===== config.mk =====
export PLATFORM = sky130hd
export DESIGN_NAME = m_mem_access_ctrl_flat
export DESIGN_NICKNAME = d
export VERILOG_FILES = /design/src/rtl/m_mem_access_ctrl_if.sv /design/src/rtl/m_mem_access_ctrl.sv /design/src/flat_wrapper.sv
export SDC_FILE = /design/constraint.sdc
export NUM_CORES = 1
export LEC_CHECK = 0
export CORE_MARGIN = 1
export CORE_UTILIZATION = 32
export DETAILED_ROUTE_END_ITERATION = 8
export PLACE_DENSITY = 0.62
export SYNTH_ARGS = -nofsm -noshare
export SYNTH_HDL_FRONTEND = slang
export SYNTH_SLANG_ARGS = --single-unit

===== constraint.sdc =====
create_clock -name clk -period 5.5 [get_ports clk]
set_input_delay 1.1 -clock clk [delete_from_list [all_inputs] [get_ports clk]]
set_output_delay 1.1 -clock clk [all_outputs]
set_load 0.05 [all_outputs]

===== src/rtl/m_mem_access_ctrl_if.sv =====
// Data-bus handshake bundle between the M-stage access controller and the bus fabric.
// Rev 1.0 - initial release
`default_nettype none

interface m_mem_access_ctrl_if;
  logic [31:0] busAddr;
  logic [31:0] busWData;
  logic [3:0]  busByteEn;
  logic        busReq;
  logic        busAck;
  logic [31:0] busRData;

  modport master (
    output busAddr, busWData, busByteEn, busReq,
    input  busAck, busRData
  );

  modport slave (
    input  busAddr, busWData, busByteEn, busReq,
    output busAck, busRData
  );
endinterface

`default_nettype wire


===== src/rtl/m_mem_access_ctrl.sv =====
// m_mem_access_ctrl: M-stage load/store alignment check, req/ack bus access with timeout, stall.
// Rev 1.0 - initial release
`default_nettype none

module m_mem_access_ctrl #(
  parameter int TIMEOUT = 255,
  parameter int CNT_W   = 8
) (
  input  wire logic        clk,
  input  wire logic        reset,
  input  wire logic        memRead,
  input  wire logic        memWrite,
  input  wire logic [31:0] memAddr,
  input  wire logic [31:0] memWriteData,
  input  wire logic [1:0]  memStoreOp,
  input  wire logic [2:0]  memLoadOp,
  m_mem_access_ctrl_if.master bus,
  output logic             memStall,
  output logic [31:0]      outMemData,
  output logic [1:0]       lowBit,
  output logic [2:0]       outLoadOp,
  output logic             busError,
  output logic             excAdEL,
  output logic             excAdES
);

  localparam logic [CNT_W-1:0] c_timeout = CNT_W'(TIMEOUT);

  typedef enum logic [1:0] {
    S_IDLE = 2'd0,
    S_WAIT = 2'd1,
    S_DONE = 2'd2
  } state_t;

  state_t r_state, w_next;

  logic [31:0]      r_busAddr, r_busWData, r_outMemData;
  logic [3:0]       r_busByteEn;
  logic             r_busReq, r_busError, r_isLoad;
  logic [1:0]       r_lowBit;
  logic [2:0]       r_outLoadOp;
  logic [CNT_W-1:0] r_cnt;

  logic        w_aligned, w_reqValid, w_accept;
  logic [3:0]  w_be;
  logic [31:0] w_wdata;

  // Alignment by access size; reserved encodings fall back to word rules.
  always_comb begin
    w_aligned = 1'b1;
    if (memWrite) begin
      case (memStoreOp)
        2'b01:   w_aligned = ~memAddr[0];
        2'b10:   w_aligned = 1'b1;
        default: w_aligned = (memAddr[1:0] == 2'b00);
      endcase
    end else if (memRead) begin
      case (memLoadOp)
        3'b001:  w_aligned = ~memAddr[0];
        3'b010:  w_aligned = 1'b1;
        default: w_aligned = (memAddr[1:0] == 2'b00);
      endcase
    end
  end

  always_comb begin
    w_be    = 4'b0000;
    w_wdata = memWriteData;
    if (memWrite) begin
      case (memStoreOp)
        2'b01: begin
          w_be    = memAddr[1] ? 4'b1100 : 4'b0011;
          w_wdata = {2{memWriteData[15:0]}};
        end
        2'b10: begin
          w_be    = 4'b0001 << memAddr[1:0];
          w_wdata = {4{memWriteData[7:0]}};
        end
        default: begin
          w_be    = 4'b1111;
          w_wdata = memWriteData;
        end
      endcase
    end
  end

  assign w_reqValid = memRead | memWrite;
  assign w_accept   = (r_state == S_IDLE) && w_reqValid && w_aligned;

  assign excAdEL  = (r_state == S_IDLE) && memRead  && !w_aligned;
  assign excAdES  = (r_state == S_IDLE) && memWrite && !w_aligned;
  assign memStall = w_accept || (r_state == S_WAIT);

  always_ff @(posedge clk or posedge reset) begin
    if (reset) r_state <= S_IDLE;
    else       r_state <= w_next;
  end

  always_comb begin
    w_next = r_state;
    case (r_state)
      S_IDLE:  if (w_accept) w_next = S_WAIT;
      S_WAIT:  if (bus.busAck || (r_cnt == c_timeout)) w_next = S_DONE;
      S_DONE:  w_next = S_IDLE;
      default: w_next = S_IDLE;
    endcase
  end

  always_ff @(posedge clk or posedge reset) begin
    if (reset) begin
      r_busAddr    <= '0;
      r_busWData   <= '0;
      r_busByteEn  <= '0;
      r_busReq     <= 1'b0;
      r_outMemData <= '0;
      r_lowBit     <= '0;
      r_outLoadOp  <= '0;
      r_busError   <= 1'b0;
      r_isLoad     <= 1'b0;
      r_cnt        <= '0;
    end else begin
      case (r_state)
        S_IDLE: begin
          if (w_accept) begin
            r_busAddr   <= {memAddr[31:2], 2'b00};
            r_busWData  <= w_wdata;
            r_busByteEn <= w_be;
            r_busReq    <= 1'b1;
            r_lowBit    <= memAddr[1:0];
            r_outLoadOp <= memLoadOp;
            r_isLoad    <= memRead;
            r_cnt       <= '0;
          end
        end
        S_WAIT: begin
          if (bus.busAck) begin
            if (r_isLoad) r_outMemData <= bus.busRData;
            r_busReq   <= 1'b0;
            r_busError <= 1'b0;
          end else if (r_cnt == c_timeout) begin
            r_busReq     <= 1'b0;
            r_outMemData <= '0;
            r_busError   <= 1'b1;
          end else begin
            r_cnt <= r_cnt + 1'b1;
          end
        end
        default: ;
      endcase
    end
  end

  assign bus.busAddr   = r_busAddr;
  assign bus.busWData  = r_busWData;
  assign bus.busByteEn = r_busByteEn;
  assign bus.busReq    = r_busReq;
  assign outMemData    = r_outMemData;
  assign lowBit        = r_lowBit;
  assign outLoadOp     = r_outLoadOp;
  assign busError      = r_busError;

endmodule

`default_nettype wire


===== src/flat_wrapper.sv =====
// flat-port wrapper written by rule: the top's interface ports become plain ports
module m_mem_access_ctrl_flat 
#(
  parameter int TIMEOUT = 255,
  parameter int CNT_W   = 8
)
  (clk, reset, memRead, memWrite, memAddr, memWriteData, memStoreOp, memLoadOp, memStall, outMemData, lowBit, outLoadOp, busError, excAdEL, excAdES, bus_busAddr, bus_busWData, bus_busByteEn, bus_busReq, bus_busAck, bus_busRData);
  m_mem_access_ctrl_if bus_i ();
  input  wire logic clk;
  input  wire logic reset;
  input  wire logic memRead;
  input  wire logic memWrite;
  input  wire logic [31:0] memAddr;
  input  wire logic [31:0] memWriteData;
  input  wire logic [1:0] memStoreOp;
  input  wire logic [2:0] memLoadOp;
  output logic memStall;
  output logic [31:0] outMemData;
  output logic [1:0] lowBit;
  output logic [2:0] outLoadOp;
  output logic busError;
  output logic excAdEL;
  output logic excAdES;
  output wire logic [$bits(bus_i.busAddr)-1:0] bus_busAddr;
  output wire logic [$bits(bus_i.busWData)-1:0] bus_busWData;
  output wire logic [$bits(bus_i.busByteEn)-1:0] bus_busByteEn;
  output wire logic [$bits(bus_i.busReq)-1:0] bus_busReq;
  input wire logic [$bits(bus_i.busAck)-1:0] bus_busAck;
  input wire logic [$bits(bus_i.busRData)-1:0] bus_busRData;
  assign bus_busAddr = bus_i.busAddr;
  assign bus_busWData = bus_i.busWData;
  assign bus_busByteEn = bus_i.busByteEn;
  assign bus_busReq = bus_i.busReq;
  assign bus_i.busAck = bus_busAck;
  assign bus_i.busRData = bus_busRData;
  m_mem_access_ctrl #(.TIMEOUT(TIMEOUT), .CNT_W(CNT_W)) u_core (.clk(clk), .reset(reset), .memRead(memRead), .memWrite(memWrite), .memAddr(memAddr), .memWriteData(memWriteData), .memStoreOp(memStoreOp), .memLoadOp(memLoadOp), .bus(bus_i), .memStall(memStall), .outMemData(outMemData), .lowBit(lowBit), .outLoadOp(outLoadOp), .busError(busError), .excAdEL(excAdEL), .excAdES(excAdES));
endmodule

==> impl_metrics.tcl <==
set metrics [dict create \
    criticalPathCategory "in -> out" \
    min_to "u_core.outMemData[9]" \
    rows 45 \
    clock.fmax_mhz 225.9 \
    ff2ff_path_depth 4 \
    ys_ff_latch 116 \
    die-area_mm2 0.01610 \
    clockRootBuffer "clkbuf_16" \
    min_period_ns 4.427 \
    fill_cells 1378 \
    timing.rr.start "u_core.r_state[0]" \
    post-route-cell-area_mm2 0.007858 \
    crit_buf_inv 5 \
    syn_to_final_growth_pct 57.43 \
    grt_usage 0.1751 \
    drc 0 \
    vias_per_cell 4.865 \
    io_pins 216 \
    grt_pass1_wl_um 21720 \
    antenna_found_initial 0 \
    tightestPinTransition_ns 1.165 \
    ant_nets 0 \
    post-place-ws_ns 1.048 \
    nets 723 \
    synth_top_cell_by_area "dfrtp_1" \
    seqPwrFrac 0.267 \
    vias 3965 \
    clkTransAtPathRegs_ns 0.05 \
    cpMostUsedCell "buf_4" \
    internal_power_w 0.003017 \
    p_sw_w 0.002483 \
    final_common_cell "clkdlybuf4s50_1" \
    switching_share 0.4515 \
    finalSetupTns_ns 0 \
    die_width_um 126.9 \
    critPathMaxStageDelay_ns 0.50 \
    place.gp.congestion 0.7230 \
    mostFrequentLayoutCells "clkdlybuf4s50_1, dfrtp_1, inv_1, mux2_2, a22o_1" \
    crit_chain "clkdlybuf4s50_1 -> inv_1 -> ha_1 -> nand2b_1 -> buf_4 -> a211oi_2 -> buf_4 -> or3_1 -> nor2_1 -> buf_4" \
    status "complete, no violations" \
    fin_worst_skew_ns 0.007277 \
    vdd_drop_max_mv 0.3599 \
    worst_setup_path_end_kind "output pin" \
    p_per_area_mw_per_mm2 700.0 \
    hold_ws_ns 0.5008 \
    wire_per_inst_um 16.76 \
    cts_hold_buf 0 \
    start_util 0.3283 \
    cpMaxStageDelayCell "clkdlybuf4s50_1" \
    period_share 0.8050 \
    drv_cap 0 \
    synthDistinctLibCells 45 \
    clock_latency_ns 0.40 \
    p_clk_frac 0.193 \
    slew_headroom 0.2231 \
    hp-class "reg -> reg" \
    grt_overflow 0 \
    clk_path_buf_depth 2 \
    yosysTopAreaCellShare 0.5816 \
    io_buffers 213 \
    multiInputGateArea_mm2 0.001798 \
    worstHoldStart "u_core.outMemData[9]" \
    critPathRequiredTime_ns 4.40 \
    regArea_mm2 0.002903 \
    p_comb_frac 0.539 \
    setup.worst_path.start_class "input port" \
    min_path_cells 1 \
    die_height_um 126.9 \
    critPathArrivalTime_ns 3.33 \
    drive_gt1_frac 0.1388 \
    clkSinkCount 116 \
    h-tree-depth 4 \
    diodes 0 \
    avgSynthCellArea_um2 12.48 \
    ys_top_cells_by_area "dfrtp_1, mux2_2, a22o_1, mux2i_1, inv_1" \
    r2r_setup_slack_ns 3.00 \
    setup_viol 0 \
    r2r-end "u_core.bus.busWData[7]" \
    netlist_instances 400 \
    cts_tree "yes" \
    hold_viol 0 \
    coreArea_mm2 0.01520 \
    post-cts-setup-buffers 0 \
    numCtsBuffers 17 \
    drtIter0Drc 146 \
    grt_pass1_vias 4180 \
    cp_max_fo 18 \
    ys_seq_area_frac 0.5816 \
    place_area_mm2 0.007286 \
    final_core_utilization 0.5169 \
    p_leak_nw 3.362 \
    ys_warn_count 0 \
    rsz0062_at_grt "no" \
    critPathTopFamily "buffers and inverters" \
    dr.pass1.iters 5 \
    setup_ws_ns 1.073 \
    slew_violations 0 \
    totalWireLength_um 13660 \
    syn_area_mm2 0.004991 \
    grt_max_degree 86 \
    dp_hpwl_um 9729 \
    ctsResizeCount 0 \
]
kinds of logic (layout without fill, tap and decap cells):
group | after synthesis | after routing | synth area share
xor gates and xnor gates | 3 | 3 | 0.005265
and+or+nand+nor | 43 | 43 | 0.04537
AOI/OAI and AO/OA | 103 | 103 | 0.1589
buffers and inverters | 68 | 294 | 0.06042
adders and majority gates | 3 | 3 | 0.007521
DFF | 116 | 116 | 0.5816
muxes | 63 | 63 | 0.1401
other | 1 | 2 | 0.0007513
Yosys cell counts, drive strengths merged:
| master | number |
|---|---|
| a21boi | 1 |
| a211oi | 1 |
| or3 | 3 |
| and2 | 2 |
| a31oi | 1 |
| a21o | 1 |
| o221ai | 9 |
| nor2b | 3 |
| or3b | 1 |
| a21oi | 4 |
| ha | 3 |
| mux2i | 20 |
| o21ai | 26 |
| o2111ai | 8 |
| o21a | 2 |
| mux2 | 43 |
| or2 | 1 |
| o211ai | 4 |
| conb | 1 |
| nor3 | 1 |
| a221o | 8 |
| a2bb2oi | 1 |
| nor2 | 9 |
| o31ai | 2 |
| a32o | 1 |
| a22o | 32 |
| and3 | 3 |
| nand3 | 3 |
| nor3b | 2 |
| clkbuf | 10 |
| xor2 | 3 |
| buf | 16 |
| dfrtp | 116 |
| o22ai | 1 |
| nand4 | 2 |
| o31a | 1 |
| nand2b | 4 |
| nand2 | 9 |
| inv | 42 |
power groups by stage:
| stage | sequential (W) | combinational [W] | clock (W) |
|---|---|---|---|
| after global routing | 0.00152 | 0.00310 | 0.00113 |
| after detailed placement | 0.00148 | 0.00298 | 0 |
| after floorplan | 0.00278 | 0.000640 | 0 |
| after global placement | 0.00146 | 0.00296 | 0 |
| final | 0.00147 | 0.00297 | 0.00106 |
| after CTS | 0.00147 | 0.00299 | 0.00109 |
routing by layer:
layer | track usage | vias to the layer above | part of all wire
met5 | 0 | - | 0
met4 | 0.04762 | 0 | 0.0078
met3 | 0.07086 | 7 | 0.074
met2 | 0.2957 | 119 | 0.51
met1 | 0.2056 | 1971 | 0.41
li1 | - | 1868 | -
stage by stage:
stage | std cells | total power (W)
after floorplan | 401 | 0.003420
after global placement | 783 | 0.004424
after detailed placement | 783 | 0.004457
after CTS | 815 | 0.005554
after global routing | 815 | 0.005755
final | 815 | 0.005500
cell type report:
| type | count | area share |
|---|---|---|
| flip-flops and latches | 116 | 0.3694 |
| well taps | 188 | 0.02994 |
| repair buffers | 220 | 0.2787 |
| clock buffers | 23 | 0.05955 |
| inverters | 42 | 0.02038 |
| clock inverters | 9 | 0.01322 |
| multi-input cells | 217 | 0.2288 |
worst max path at each step:
stage | slack (ns) | cells after the start | to | from
floorplan | 1.31 | 7 | excAdES | memStoreOp[0]
global placement | 1.11 | 10 | excAdEL | memStoreOp[0]
detailed placement | 1.05 | 10 | excAdEL | memStoreOp[0]
CTS | 1.05 | 10 | excAdEL | memStoreOp[0]
global route | 0.94 | 11 | memStall | memStoreOp[0]
finish | 1.07 | 10 | excAdEL | memStoreOp[0]
registers in the layout, indices dropped and copies added (netlist names):
signal	count
u_core.bus.busAddr	30
u_core.outMemData	32
u_core.bus.busWData	32
u_core.r_cnt	8
u_core.r_isLoad	1
u_core.lowBit	2
u_core.busError	1
u_core.r_state	2
u_core.outLoadOp	3
u_core.bus.busReq	1
u_core.bus.busByteEn	4
Power figures use the tool's default switching activity.
